==> config.mk <==
export PLATFORM = sky130hd
export DESIGN_NAME = gerenciador_de_patterns_param
export DESIGN_NICKNAME = d
export VERILOG_FILES = /design/src/rtl/gerenciador_de_patterns_param.sv
export SDC_FILE = /design/constraint.sdc
export NUM_CORES = 1
export LEC_CHECK = 0
export ABC_AREA = 1
export CELL_PAD_IN_SITES_DETAIL_PLACEMENT = 0
export CELL_PAD_IN_SITES_GLOBAL_PLACEMENT = 2
export CORE_MARGIN = 2
export CORE_UTILIZATION = 37
export DETAILED_ROUTE_END_ITERATION = 10
export HOLD_SLACK_MARGIN = 0.1
export PLACE_DENSITY = 0.79
export SLEW_MARGIN = 20
export SYNTH_ARGS = -nofsm -noshare
export SYNTH_HDL_FRONTEND = slang
export SYNTH_SLANG_ARGS = --single-unit
==> constraint.sdc <==
create_clock -name clk -period 2.15 [get_ports clk]
set_clock_uncertainty 0.15 [all_clocks]
set_input_delay 0.215 -clock clk [delete_from_list [all_inputs] [get_ports clk]]
set_output_delay 0.215 -clock clk [all_outputs]
set_load 0.01 [all_outputs]
==> src/rtl/gerenciador_de_patterns_param.sv <==
// gerenciador_de_patterns_param: plays one of N_FASES stored command patterns, advancing on strobes
//   in : clk, rst_n (async, active-low), iniciar, abortar, trocar_comando, repetir,
//        selecao_fase/fim_da_lista (latched on start), esc_en/esc_fase/esc_end/esc_dado (memory write)
//   out: prox_comando, comando_valido, indice, fim_de_jogo, voltas
module gerenciador_de_patterns_param #(
  parameter int LARGURA_CMD = 4,
  parameter int PROFUNDIDADE = 16,
  parameter int N_FASES = 4,
  localparam int IW = $clog2(PROFUNDIDADE),
  localparam int FW = $clog2(N_FASES)
) (
  input  logic                   clk,
  input  logic                   rst_n,
  input  logic                   iniciar,
  input  logic                   abortar,
  input  logic                   trocar_comando,
  input  logic                   repetir,
  input  logic [FW-1:0]          selecao_fase,
  input  logic [IW-1:0]          fim_da_lista,
  input  logic                   esc_en,
  input  logic [FW-1:0]          esc_fase,
  input  logic [IW-1:0]          esc_end,
  input  logic [LARGURA_CMD-1:0] esc_dado,
  output logic [LARGURA_CMD-1:0] prox_comando,
  output logic                   comando_valido,
  output logic [IW-1:0]          indice,
  output logic                   fim_de_jogo,
  output logic [7:0]             voltas
);
  typedef enum logic [1:0] {OCIOSO, JOGANDO, FIM} estado_t;
  estado_t estado_q, estado_d;
  logic [IW-1:0] indice_q, indice_d, lim_q, lim_d;
  logic [FW-1:0] fase_q, fase_d;
  logic [7:0] voltas_q, voltas_d;
  logic fim_q, fim_d;
  // flat memory addressed by {fase, entry}
  logic [LARGURA_CMD-1:0] mem_q [N_FASES*PROFUNDIDADE];
  logic [LARGURA_CMD-1:0] mem_d [N_FASES*PROFUNDIDADE];
  always_comb begin
    mem_d = mem_q;
    if (esc_en) mem_d[{esc_fase, esc_end}] = esc_dado;
  end
  always_comb begin
    estado_d = estado_q;
    indice_d = indice_q;
    voltas_d = voltas_q;
    fim_d = fim_q;
    fase_d = fase_q;
    lim_d = lim_q;
    if (abortar) begin
      estado_d = OCIOSO;
      indice_d = '0;
      voltas_d = '0;
      fim_d = 1'b0;
    end else if (iniciar && estado_q != JOGANDO) begin
      estado_d = JOGANDO;
      fase_d = selecao_fase;
      lim_d = fim_da_lista;
      indice_d = '0;
      voltas_d = '0;
      fim_d = 1'b0;
    end else if (trocar_comando && estado_q == JOGANDO) begin
      if (indice_q < lim_q) indice_d = indice_q + 1'b1;
      else if (repetir) begin
        indice_d = '0;
        voltas_d = (voltas_q == 8'hFF) ? voltas_q : voltas_q + 8'd1;
      end else begin
        estado_d = FIM;
        fim_d = 1'b1;
      end
    end
  end
  always_ff @(posedge clk or negedge rst_n) begin
    if (!rst_n) begin
      estado_q <= OCIOSO;
      indice_q <= '0;
      voltas_q <= '0;
      fim_q <= 1'b0;
      fase_q <= '0;
      lim_q <= '0;
      for (int i = 0; i < N_FASES*PROFUNDIDADE; i++) mem_q[i] <= '0;
    end else begin
      estado_q <= estado_d;
      indice_q <= indice_d;
      voltas_q <= voltas_d;
      fim_q <= fim_d;
      fase_q <= fase_d;
      lim_q <= lim_d;
      mem_q <= mem_d;
    end
  end
  assign comando_valido = (estado_q == JOGANDO);
  assign prox_comando = comando_valido ? mem_q[{fase_q, indice_q}] : '0;
  assign indice = indice_q;
  assign fim_de_jogo = fim_q;
  assign voltas = voltas_q;
endmodule
## Word-level counts from Yosys, hierarchy flattened

Cells that the tools add are included.

| word-level totals | value |
|---|---|
| bits in registers | 277 |
| input bits | 23 |
| output and inout bits | 18 |
| word-level logic and storage cells | 123 |

| cells by class | value |
|---|---|
| $add $sub $neg | 2 |
| magnitude comparators | 4 |
| equality and inequality tests | 6 |
| mux-type cells | 28 |
| bitwise gates (word level) | 3 |
| reductions and logical operators | 10 |

Operator list:

| cell | count |
|---|---|
| 256-bit bitwise mux | 1 |
| 8-bit two-way mux | 6 |
| 4-bit two-way mux | 9 |
| 4-bit binary-select mux with 6-bit select | 1 |
| 4-bit demux with 6-bit select | 1 |
| 7-bit greater-or-equal comparator (second input constant) | 2 |
| 6-bit inverter with 7-bit output | 2 |
| 2-bit two-way mux | 5 |
| 8-bit by 1-bit adder with 8-bit output (second input constant) | 1 |
| 8-bit equality test (second input constant) | 1 |
| 7-bit by 1-bit < comparator with 1-bit output (second input constant) | 1 |
| 3-bit != test (second input constant) | 2 |
| 3-bit nonzero test | 2 |
| 1-bit two-way mux | 5 |
| 4-bit by 1-bit adder with 4-bit output (second input constant) | 1 |
| 4-bit < comparator | 1 |
| 2-bit AND reduction | 2 |
| 4-bit AND reduction | 1 |
| 4-bit nonzero test | 1 |
| 1-bit logical AND | 3 |
| 3-bit by 2-bit != test with 1-bit output (second input constant) | 1 |
| 3-bit AND reduction | 1 |
| 2-bit by 1-bit equality test with 1-bit output (second input constant) | 1 |
| 2-bit by 1-bit != test with 1-bit output (second input constant) | 1 |
| 1-bit inverter | 1 |

## Depth between registers and ports, before layout

Gate-level depths: netlist of run 1.

| logic depth | value |
|---|---|
| depth after elaboration | 7 |
| gate-level depth with buffers | 12 |
| gate-level depth less buffers | 12 |

## Worst setup path before layout of run 1

No wires, ideal clock.

| path | value |
|---|---|
| path type | register -> output |
| start point | reg indice_q[0], in the netlist indice[0] |
| end point | out prox_comando[0] |
| data arrival time | 1.773 ns |
| slack | 0.012 ns |
| stages on the path, launching flop included | 12 |
| buffers on the path | 2 |
| cell sequence | dfrtp_1 > inv_1 > clkbuf_1 > clkbuf_1 > nand2_1 > nand3_1 > nand3_1 > nand2_1 > nand2_1 > nand3_1 > nand3_1 > a21oi_1 |

| on the way | value |
|---|---|
| word-level cells in the longest chain between the ends | 5 |

RTL lines:

| item | line | source |
|---|---|---|
| start: declaration | 32 | `logic [IW-1:0] indice_q, indice_d, lim_q, lim_d;` |
| start signal: assignment | 84 | `indice_q <= indice_d;` |
| 6-bit inverter with 7-bit output (implied by the code) | 93 | `assign prox_comando = comando_valido ? mem_q[{fase_q, indice_q}] : '0;` |
| 4-bit binary-select mux with 6-bit select | 93 |  |
| 4-bit two-way mux (implied by the code) (2 in a row) | 93 |  |
| 4-bit two-way mux | 93 |  |
| end: declaration | 24 | `output logic [LARGURA_CMD-1:0] prox_comando,` |

No other way between the ends. The select of a mux whose other input is x is not followed.

## Final worst setup path of run 1

| path | value |
|---|---|
| start point | reg indice_q[0], in the netlist indice[0] |
| end point | out prox_comando[1] |

The elaborated chain is that of the path after synthesis.

==> results by group, run 1 <==
Global route
  • Global-route wire length before repair: 66200 um
  • Overall routing resource usage: 23.2%
  • Global route total overflow: 0
  • Maximum number of pins on one net before global-route repair: 65
  • Number of global-route vias before repair: 11400
  • Antenna violations before repair: 0

Worst setup path
  • Start-to-end type of the worst setup path: flip-flop to output pin
  • CP startpoint kind: flip-flop
  • Buffers and inverters on the worst path: 5
  • Delay-heaviest family, CP: buffers and inverters
  • List of cells traversed by the critical path: buf_6, inv_8, buf_12, buf_12, nand2_2, nand3_2, nand3_1, nand2_2, nand2_1, nand3_2, nand3_2, a21oi_4, buf_6
  • Type of destination of the critical path: output pin
  • CP required: 1.78 ns
  • Reg2reg setup slack: -0.15 ns
  • Highest net fanout along the worst path: 8
  • Worst flop-to-flop path endpoint: voltas[4]$_DFFE_PN0P_
  • Crit path arrival time: 2.50 ns
  • R2r startpoint: indice[1]$_DFFE_PN0P_
  • WP depth: 13
  • Crit-path max cell delay: 0.52 ns
  • CP max stage cell: sky130_fd_sc_hd__dfrtp_4
  • R2R cell count: 14
  • Most used cell, CP: sky130_fd_sc_hd__nand3_2

Placed design
  • Input/output buffers: 40
  • Estimated wirelength of the detail-placed design: 26100 um
  • Total placed cells including tap cells: 2169
  • Setup Slack @ Placement: -0.636 ns
  • Final estimated routing congestion in global placement: 0.806
  • Standard cell area after detailed placement: roughly 15000 um^2

Drt
  • First-iteration detailed-routing DRC count: 734
  • Number of vias after detailed routing: 11600
  • Mean number of vias per cell: about 5.1
  • Total iterations of the first detailed-routing run: 5
  • Count of unresolved DRC violations after routing: 0
  • Wirelength per Cell: 18.6 um
  • Post-Route WL: 41900 um
  • Remaining antenna violation count: 0

Outcome
  • Outcome: finished, violations left
  • Violations in the final reports: setup timing

Synth
  • Count of synthesis-stage warnings from yosys: 0
  • Proportion of register bits with asynchronous set or reset after synthesis: 100%
  • Library cell occupying the most area in the post-synthesis netlist: sky130_fd_sc_hd__dfrtp_1
  • Fraction of synthesized cell area taken by the top area cell type: between 50% and 60%
  • Top post-synthesis cells by count: sky130_fd_sc_hd__nand2_1, sky130_fd_sc_hd__dfrtp_1, sky130_fd_sc_hd__nand3_1, sky130_fd_sc_hd__o21ai_0, sky130_fd_sc_hd__clkbuf_1
  • Syn Inst Count: approximately 1600
  • Most instantiated library cell after synthesis: sky130_fd_sc_hd__nand2_1
  • Average cell area after synthesis: 8.00 um^2
  • Area of the mapped netlist: around 13000 um^2
  • Number of distinct library cell variants in the gate-level netlist after synthesis: 33
  • Prevailing post-synth register cell: sky130_fd_sc_hd__dfrtp_1
  • Total of flip-flops plus latches after synthesis: 276
  • Dominant cells by area after synthesis: sky130_fd_sc_hd__dfrtp_1, sky130_fd_sc_hd__nand2_1, sky130_fd_sc_hd__nand3_1
  • Register area share after synthesis: 53.2%
  • Number of enable-type register cells in the synthesized netlist: 0
  • Net count after synthesis: 1652

Clock tree
  • Htree depth: 1
  • Clock transition at path regs: 0.06 ns
  • Cell at the root of the clock tree: sky130_fd_sc_hd__clkbuf_16
  • Number of buffers added by the clock tree synthesis step: 31
  • Clock latency on the worst-skew pair: 0.55 ns
  • Clock sink total: ~280
  • Clock Path Buffers: 3
  • Clock tree from TritonCTS: built

STA
  • Setup repair after global routing missed its margin: yes
  • Final hold violations: 0
  • Final Slew Violations: 0
  • Achievable Freq: 349 MHz
  • Summed negative setup slack over all endpoints: -3.85 ns
  • Worst-margin pin slew: a little under 0.4 ns
  • Setup violators final: 16
  • Normalized max-slew margin: 73.8%
  • Setup slack of the critical path after layout: -0.712 ns
  • Minimum clock period after layout: 2.86 ns
  • Share of the cycle needed by the critical path after routing: 133%

Die
  • Starting density of the core: 37.6%
  • Number of placed I/O pins: 41
  • Die Outline Area: 36600 um^2
  • Total number of placement rows: approximately 70
  • Die height: 191 um
  • X dimension of the die: about 190 um
  • Core area: 34500 um^2

Layout
  • Final cell area excluding filler cells: 17100 um^2
  • Post-layout instance count excluding filler cells: 2251
  • Net count, final: around 1800
  • Fraction of layout cells with a size suffix above 1: roughly a fifth
  • Diode insertion count for antenna repair: 0
  • Area Overhead vs Synth: 32.0%

Pwr
  • Pleak: 7.78 nW
  • Switching power: 5.70 mW
  • PD cells: 1000 nW/um^2
  • Clock network fraction of design power: 30.6%
  • IR drop worst, VDD: 0.565 mV
  • Fraction of power spent switching nets: roughly a third
  • Part of the total power dissipated in combinational logic: 32.1%
  • Design Power: roughly 17 mW
  • Power Internal: 11.5 mW
  • Flop pwr share: between 30% and 40%

Run
  • Number of maximum-capacitance constraint violations: 0

Hold path
  • Class of the worst hold path: input pin to async pin
==> worst reg2reg max path, stage by stage (launching register included) <==
cell                       delay [ns]
sky130_fd_sc_hd__dfrtp_2         0.47
sky130_fd_sc_hd__buf_6           0.15
sky130_fd_sc_hd__buf_12          0.14
sky130_fd_sc_hd__buf_8           0.13
sky130_fd_sc_hd__ha_4            0.24
sky130_fd_sc_hd__a21boi_2        0.13
sky130_fd_sc_hd__o21bai_1        0.07
sky130_fd_sc_hd__nand2_1         0.12
sky130_fd_sc_hd__inv_2           0.05
sky130_fd_sc_hd__nand2_2         0.07
sky130_fd_sc_hd__nand2_2         0.06
sky130_fd_sc_hd__nor2_4          0.16
sky130_fd_sc_hd__buf_6           0.15
sky130_fd_sc_hd__nand3_1         0.07
sky130_fd_sc_hd__o21ai_1         0.07
==> kinds of logic (layout without fill, tap and decap cells) <==
group / Yosys count / in the layout / synth area share [%]
compound gates: 280 / 280 / 10.9
xor+xnor: 4 / 4 / 0.270
fa+ha+maj: 5 / 5 / 0.481
buf+inv: 119 / 291 / 3.49
flops: 276 / 276 / 53.2
mux: 2 / 2 / 0.164
simple gates: 938 / 938 / 31.6
==> per-layer routing <==
metal | vias to the layer above | wire [um] | global-route usage, %
met5 | - | 0 | 0
met4 | 0 | 758 | 5.00
met3 | 49 | 1740 | 3.07
met2 | 219 | 18900 | 37.2
met1 | 5592 | 20500 | 33.5
li1 | 5699 | - | -
==> layout make-up <==
class	instances	area, um^2
well taps	455	569
inverters	38	153
multi-input cells	1229	6230
clock buffers	46	912
repair inverters	1	8.76
clock inverters	7	85.1
flip-flops and latches	276	6910
fillers	3388	17400
repair buffers	199	2280
==> power by group through the flow <==
stage / Sequential, mW / Clock, mW / Combinational, mW
floorplan: 6.38 / 0 / 2.44
global placement: 6.48 / 0 / 4.29
detailed placement: 6.48 / 0 / 4.32
CTS: 6.41 / 5.38 / 5.19
global route: 6.52 / 5.59 / 6.05
finish: 6.43 / 5.26 / 5.51
==> layout by cell type, fill, tap and decap left out, types with 21 or more instances in the layout <==
cell type                         Yosys  routed
sky130_fd_sc_hd__nand3_1            232     159
sky130_fd_sc_hd__clkdlybuf4s50_1      0      32
sky130_fd_sc_hd__nand2_2              1      38
sky130_fd_sc_hd__dfrtp_1            276     274
sky130_fd_sc_hd__o21ai_0            200     192
sky130_fd_sc_hd__nand2_1            602     559
sky130_fd_sc_hd__clkbuf_16            0      34
sky130_fd_sc_hd__o21ai_1             16      22
sky130_fd_sc_hd__buf_4                1      97
sky130_fd_sc_hd__a21oi_1             59      55
sky130_fd_sc_hd__buf_12               0      31
sky130_fd_sc_hd__inv_1               26      21
sky130_fd_sc_hd__nor2_1              59      58
sky130_fd_sc_hd__nand3_2              0      72
==> worst max-delay path by stage <==
stage                       to                   from  slack (ns)
6_report       prox_comando[1]  indice[0]$_DFFE_PN0P_       -0.71
5_1_grt        prox_comando[0]  indice[0]$_DFFE_PN0P_       -0.78
4_1_cts        prox_comando[1]  indice[0]$_DFFE_PN0P_       -0.73
3_5_place_dp   prox_comando[3]  indice[0]$_DFFE_PN0P_       -0.64
3_3_place_gp   prox_comando[0]  indice[0]$_DFFE_PN0P_       -0.62
2_1_floorplan  prox_comando[0]  indice[0]$_DFFE_PN0P_        0.01
==> timing repair <==
item | in CTS | in global routing
pin swaps | 40 | 44
gates resized for setup | 107 | 111
setup buffers | 14 | 2
hold endpoints to repair | 279 | 0
gates cloned | 9 | 3
setup endpoints to repair | 22 | 19
hold buffers | 5 | 0
==> sequential cells by signal, indices dropped and copies added, names as in the netlist <==
| signal | cells |
|---|---|
| lim_q | 4 |
| fase_q | 2 |
| estado_q | 2 |
| voltas | 8 |
| indice | 4 |
| mem_q | 256 |
==> per-stage QoR <==
| stage | hold WS [ns] | util, % |
|---|---|---|
| floorplan | -0.231 | - |
| global placement | -0.00314 | 43.3 |
| detailed placement | -0.00733 | 43.3 |
| CTS | 0.139 | 48.3 |
| global route | 0.147 | 49.6 |
| finish | 0.147 | 49.6 |
Power figures use the tool's default switching activity.
==> run 2: changes to the inputs <==
--- a/config.mk
+++ b/config.mk
@@ -9,10 +9,11 @@
 export CELL_PAD_IN_SITES_DETAIL_PLACEMENT = 0
 export CELL_PAD_IN_SITES_GLOBAL_PLACEMENT = 2
 export CORE_MARGIN = 2
-export CORE_UTILIZATION = 37
+export CORE_UTILIZATION = 39
+export CTS_BUF_LIST = sky130_fd_sc_hd__clkbuf_4 sky130_fd_sc_hd__clkbuf_8
 export DETAILED_ROUTE_END_ITERATION = 10
 export HOLD_SLACK_MARGIN = 0.1
-export PLACE_DENSITY = 0.79
+export PLACE_DENSITY = 0.83
 export SLEW_MARGIN = 20
 export SYNTH_ARGS = -nofsm -noshare
 export SYNTH_HDL_FRONTEND = slang
==> results by group, run 2 (synthesis gave the netlist of run 1 again) <==
Outcome
  • Outcome: finished, violations left
  • Violations in the final reports: setup timing

Drt
  • Count of unresolved DRC violations after routing: 0
  • First-iteration detailed-routing DRC count: 793
  • Wirelength per Cell: 18.6 um
  • Remaining antenna violation count: 0
  • Post-Route WL: 42400 um
  • Mean number of vias per cell: 5.14
  • Total iterations of the first detailed-routing run: 7
  • Number of vias after detailed routing: between 10000 and 15000

Placed design
  • Estimated wirelength of the detail-placed design: 25700 um
  • Setup Slack @ Placement: -0.629 ns
  • Input/output buffers: 40
  • Total placed cells including tap cells: ~2200
  • Final estimated routing congestion in global placement: 0.822

Hold path
  • Startpoint of the lowest-slack hold path: selecao_fase[1]
  • Class of the worst hold path: input pin to flip-flop
  • Instance count along the most critical hold path: 3
  • Hold Path Sink: fase_q[1]$_DFFE_PN0P_

Clock tree
  • Clock transition at path regs: 0.06 ns
  • Number of buffers added by the clock tree synthesis step: 49
  • Clock sink total: approximately 280
  • Htree depth: 2
  • Clock tree from TritonCTS: built
  • Clock latency on the worst-skew pair: 0.62 ns
  • Cell at the root of the clock tree: sky130_fd_sc_hd__clkbuf_8
  • Clock Path Buffers: 3

Die
  • Die height: 187 um
  • Total number of placement rows: 66
  • Starting density of the core: 39.7%
  • Core area: roughly 33000 um^2
  • Number of placed I/O pins: 41
  • X dimension of the die: approximately 190 um
  • Die Outline Area: about 35000 um^2

Pwr
  • Flop pwr share: between 30% and 40%
  • Part of the total power dissipated in combinational logic: 32.9%
  • IR drop worst, VDD: 0.477 mV
  • Switching power: 5.88 mW
  • Fraction of power spent switching nets: roughly 34%
  • Design Power: 17.3 mW
  • Clock network fraction of design power: 30.1%
  • Pleak: 7.94 nW
  • PD cells: 994 nW/um^2
  • Power Internal: roughly 11 mW

Worst setup path
  • Crit path arrival time: 2.53 ns
  • Start-to-end type of the worst setup path: flip-flop to output pin
  • CP required: 1.78 ns
  • Reg2reg setup slack: -0.08 ns
  • R2R cell count: 12
  • Highest net fanout along the worst path: 7
  • Type of destination of the critical path: output pin
  • Worst flop-to-flop path endpoint: indice[0]$_DFFE_PN0P_
  • CP startpoint kind: flip-flop
  • R2r startpoint: indice[2]$_DFFE_PN0P_

Layout
  • Register with the most flip-flops: mem_q
  • Number of flip-flops under the largest register name: 256
  • Diode insertion count for antenna repair: 0
  • Fill cell count: 3183
  • Post-layout instance count excluding filler cells: ~2300
  • Fraction of layout cells with a size suffix above 1: 23.3%
  • Register cell area after layout: 6910 um^2
  • Most used cells in the layout excluding fill and tap cells: sky130_fd_sc_hd__nand2_1, sky130_fd_sc_hd__dfrtp_1, sky130_fd_sc_hd__o21ai_0
  • Leading cell type in the layout, fill and taps excluded: sky130_fd_sc_hd__nand2_1
  • Area of the multi-input gates: 6310 um^2
  • Area Overhead vs Synth: 34.2%
  • Net count, final: 1833

STA
  • Minimum clock period after layout: 2.90 ns
  • Setup violators final: 17
  • Share of the cycle needed by the critical path after routing: 135%
  • Setup repair after global routing missed its margin: yes
  • Achievable Freq: ~350 MHz
  • Final Slew Violations: 0
  • Setup slack of the critical path after layout: -0.747 ns
  • Final hold violations: 0
  • Summed negative setup slack over all endpoints: -3.71 ns
  • Worst-margin pin slew: 0.441 ns
  • Normalized max-slew margin: 70.6%

Global route
  • Global route total overflow: 0
  • Number of global-route vias before repair: 11500
  • Overall routing resource usage: 24.5%
  • Maximum number of pins on one net before global-route repair: 65
  • Global-route wire length before repair: 66900 um
  • Antenna violations before repair: 0

Run
  • Number of maximum-capacitance constraint violations: 0
==> run 2: cell count changes in the layout (fill, tap and decap cells not counted), moves of 5 or more <==
cell / previous run / this run
sky130_fd_sc_hd__clkbuf_8: 8 / 61
sky130_fd_sc_hd__clkbuf_16: 34 / 5
sky130_fd_sc_hd__clkbuf_4: 0 / 19
sky130_fd_sc_hd__clkbuf_1: 7 / 0
sky130_fd_sc_hd__nand2_1: 559 / 565
sky130_fd_sc_hd__nand3_4: 1 / 7
sky130_fd_sc_hd__nand2_2: 38 / 33
==> run 2: power by group through the flow <==
stage                     Clock (mW)  Combinational [mW]  Sequential (mW)
after floorplan                    0                2.44             6.38
after CTS                       5.34                5.10             6.42
after global placement             0                4.19             6.49
after detailed placement           0                4.23             6.49
final                           5.21                5.70             6.43
after global routing            5.60                6.22             6.52
==> run 2: cell type report <==
cell class	instances	area share, %
Tap cell	442	3.17
Multi-Input combinational cell	1229	36.2
Clock inverter	5	0.316
Inverter	38	0.890
Clock buffer	80	5.63
Sequential cell	276	39.6
Timing Repair Buffer	211	14.2
==> run 2: through the flow <==
step / util, % / hold slack, ns / instance area (um^2)
after global routing: 53.3 / 0.206 / 17400
after detailed placement: 45.8 / 0.0203 / 15000
after CTS: 51.5 / 0.170 / 16800
final: 53.3 / 0.186 / 17400
after floorplan: - / -0.231 / 13000
after global placement: 45.8 / 0.0155 / 15000
==> run 2: per-layer routing <==
| metal | up-vias | share of wire [%] | track usage (%) | wire, um |
|---|---|---|---|---|
| met1 | 5638 | 48 | 35.0 | 20200 |
| met2 | 230 | 46 | 38.6 | 19600 |
| met5 | - | 0 | 0 | 0 |
| met4 | 0 | 2.3 | 7.78 | 970 |
| met3 | 72 | 3.8 | 3.54 | 1610 |
| li1 | 5777 | - | - | - |
==> run 2: worst max path at each step <==
stage                           from         endpoint  slack (ns)  cells past startpoint
4_1_cts        indice[0]$_DFFE_PN0P_  prox_comando[1]       -0.81                     12
3_3_place_gp   indice[0]$_DFFE_PN0P_  prox_comando[1]       -0.62                     11
2_1_floorplan  indice[0]$_DFFE_PN0P_  prox_comando[0]        0.01                     11
6_report       indice[0]$_DFFE_PN0P_  prox_comando[1]       -0.75                     13
5_1_grt        indice[0]$_DFFE_PN0P_  prox_comando[3]       -0.83                     13
3_5_place_dp   indice[0]$_DFFE_PN0P_  prox_comando[1]       -0.63                     11
==> run 2: repair_timing <==
| action | 4_1_cts | 5_1_grt |
|---|---|---|
| gates cloned | 9 | 6 |
| setup endpoints to repair | 20 | 20 |
| endpoints found under the hold margin | 281 | 0 |
| pin swaps | 23 | 64 |
| buffers inserted | 20 | 5 |
| resized for setup | 108 | 116 |
| hold buffers | 7 | 0 |
==> run 2: critical path, cell delays in order, from the launching register on <==
cell and delay (ns):
sky130_fd_sc_hd__dfrtp_4 0.51, sky130_fd_sc_hd__inv_8 0.09, sky130_fd_sc_hd__buf_8 0.12, sky130_fd_sc_hd__buf_6 0.13, sky130_fd_sc_hd__buf_12 0.12, sky130_fd_sc_hd__nand2_1 0.05, sky130_fd_sc_hd__nand3_1 0.08, sky130_fd_sc_hd__nand3_1 0.11
sky130_fd_sc_hd__nand2_1 0.08, sky130_fd_sc_hd__nand2_1 0.06, sky130_fd_sc_hd__nand3_2 0.11, sky130_fd_sc_hd__nand3_4 0.09, sky130_fd_sc_hd__a21oi_4 0.20, sky130_fd_sc_hd__buf_2 0.15
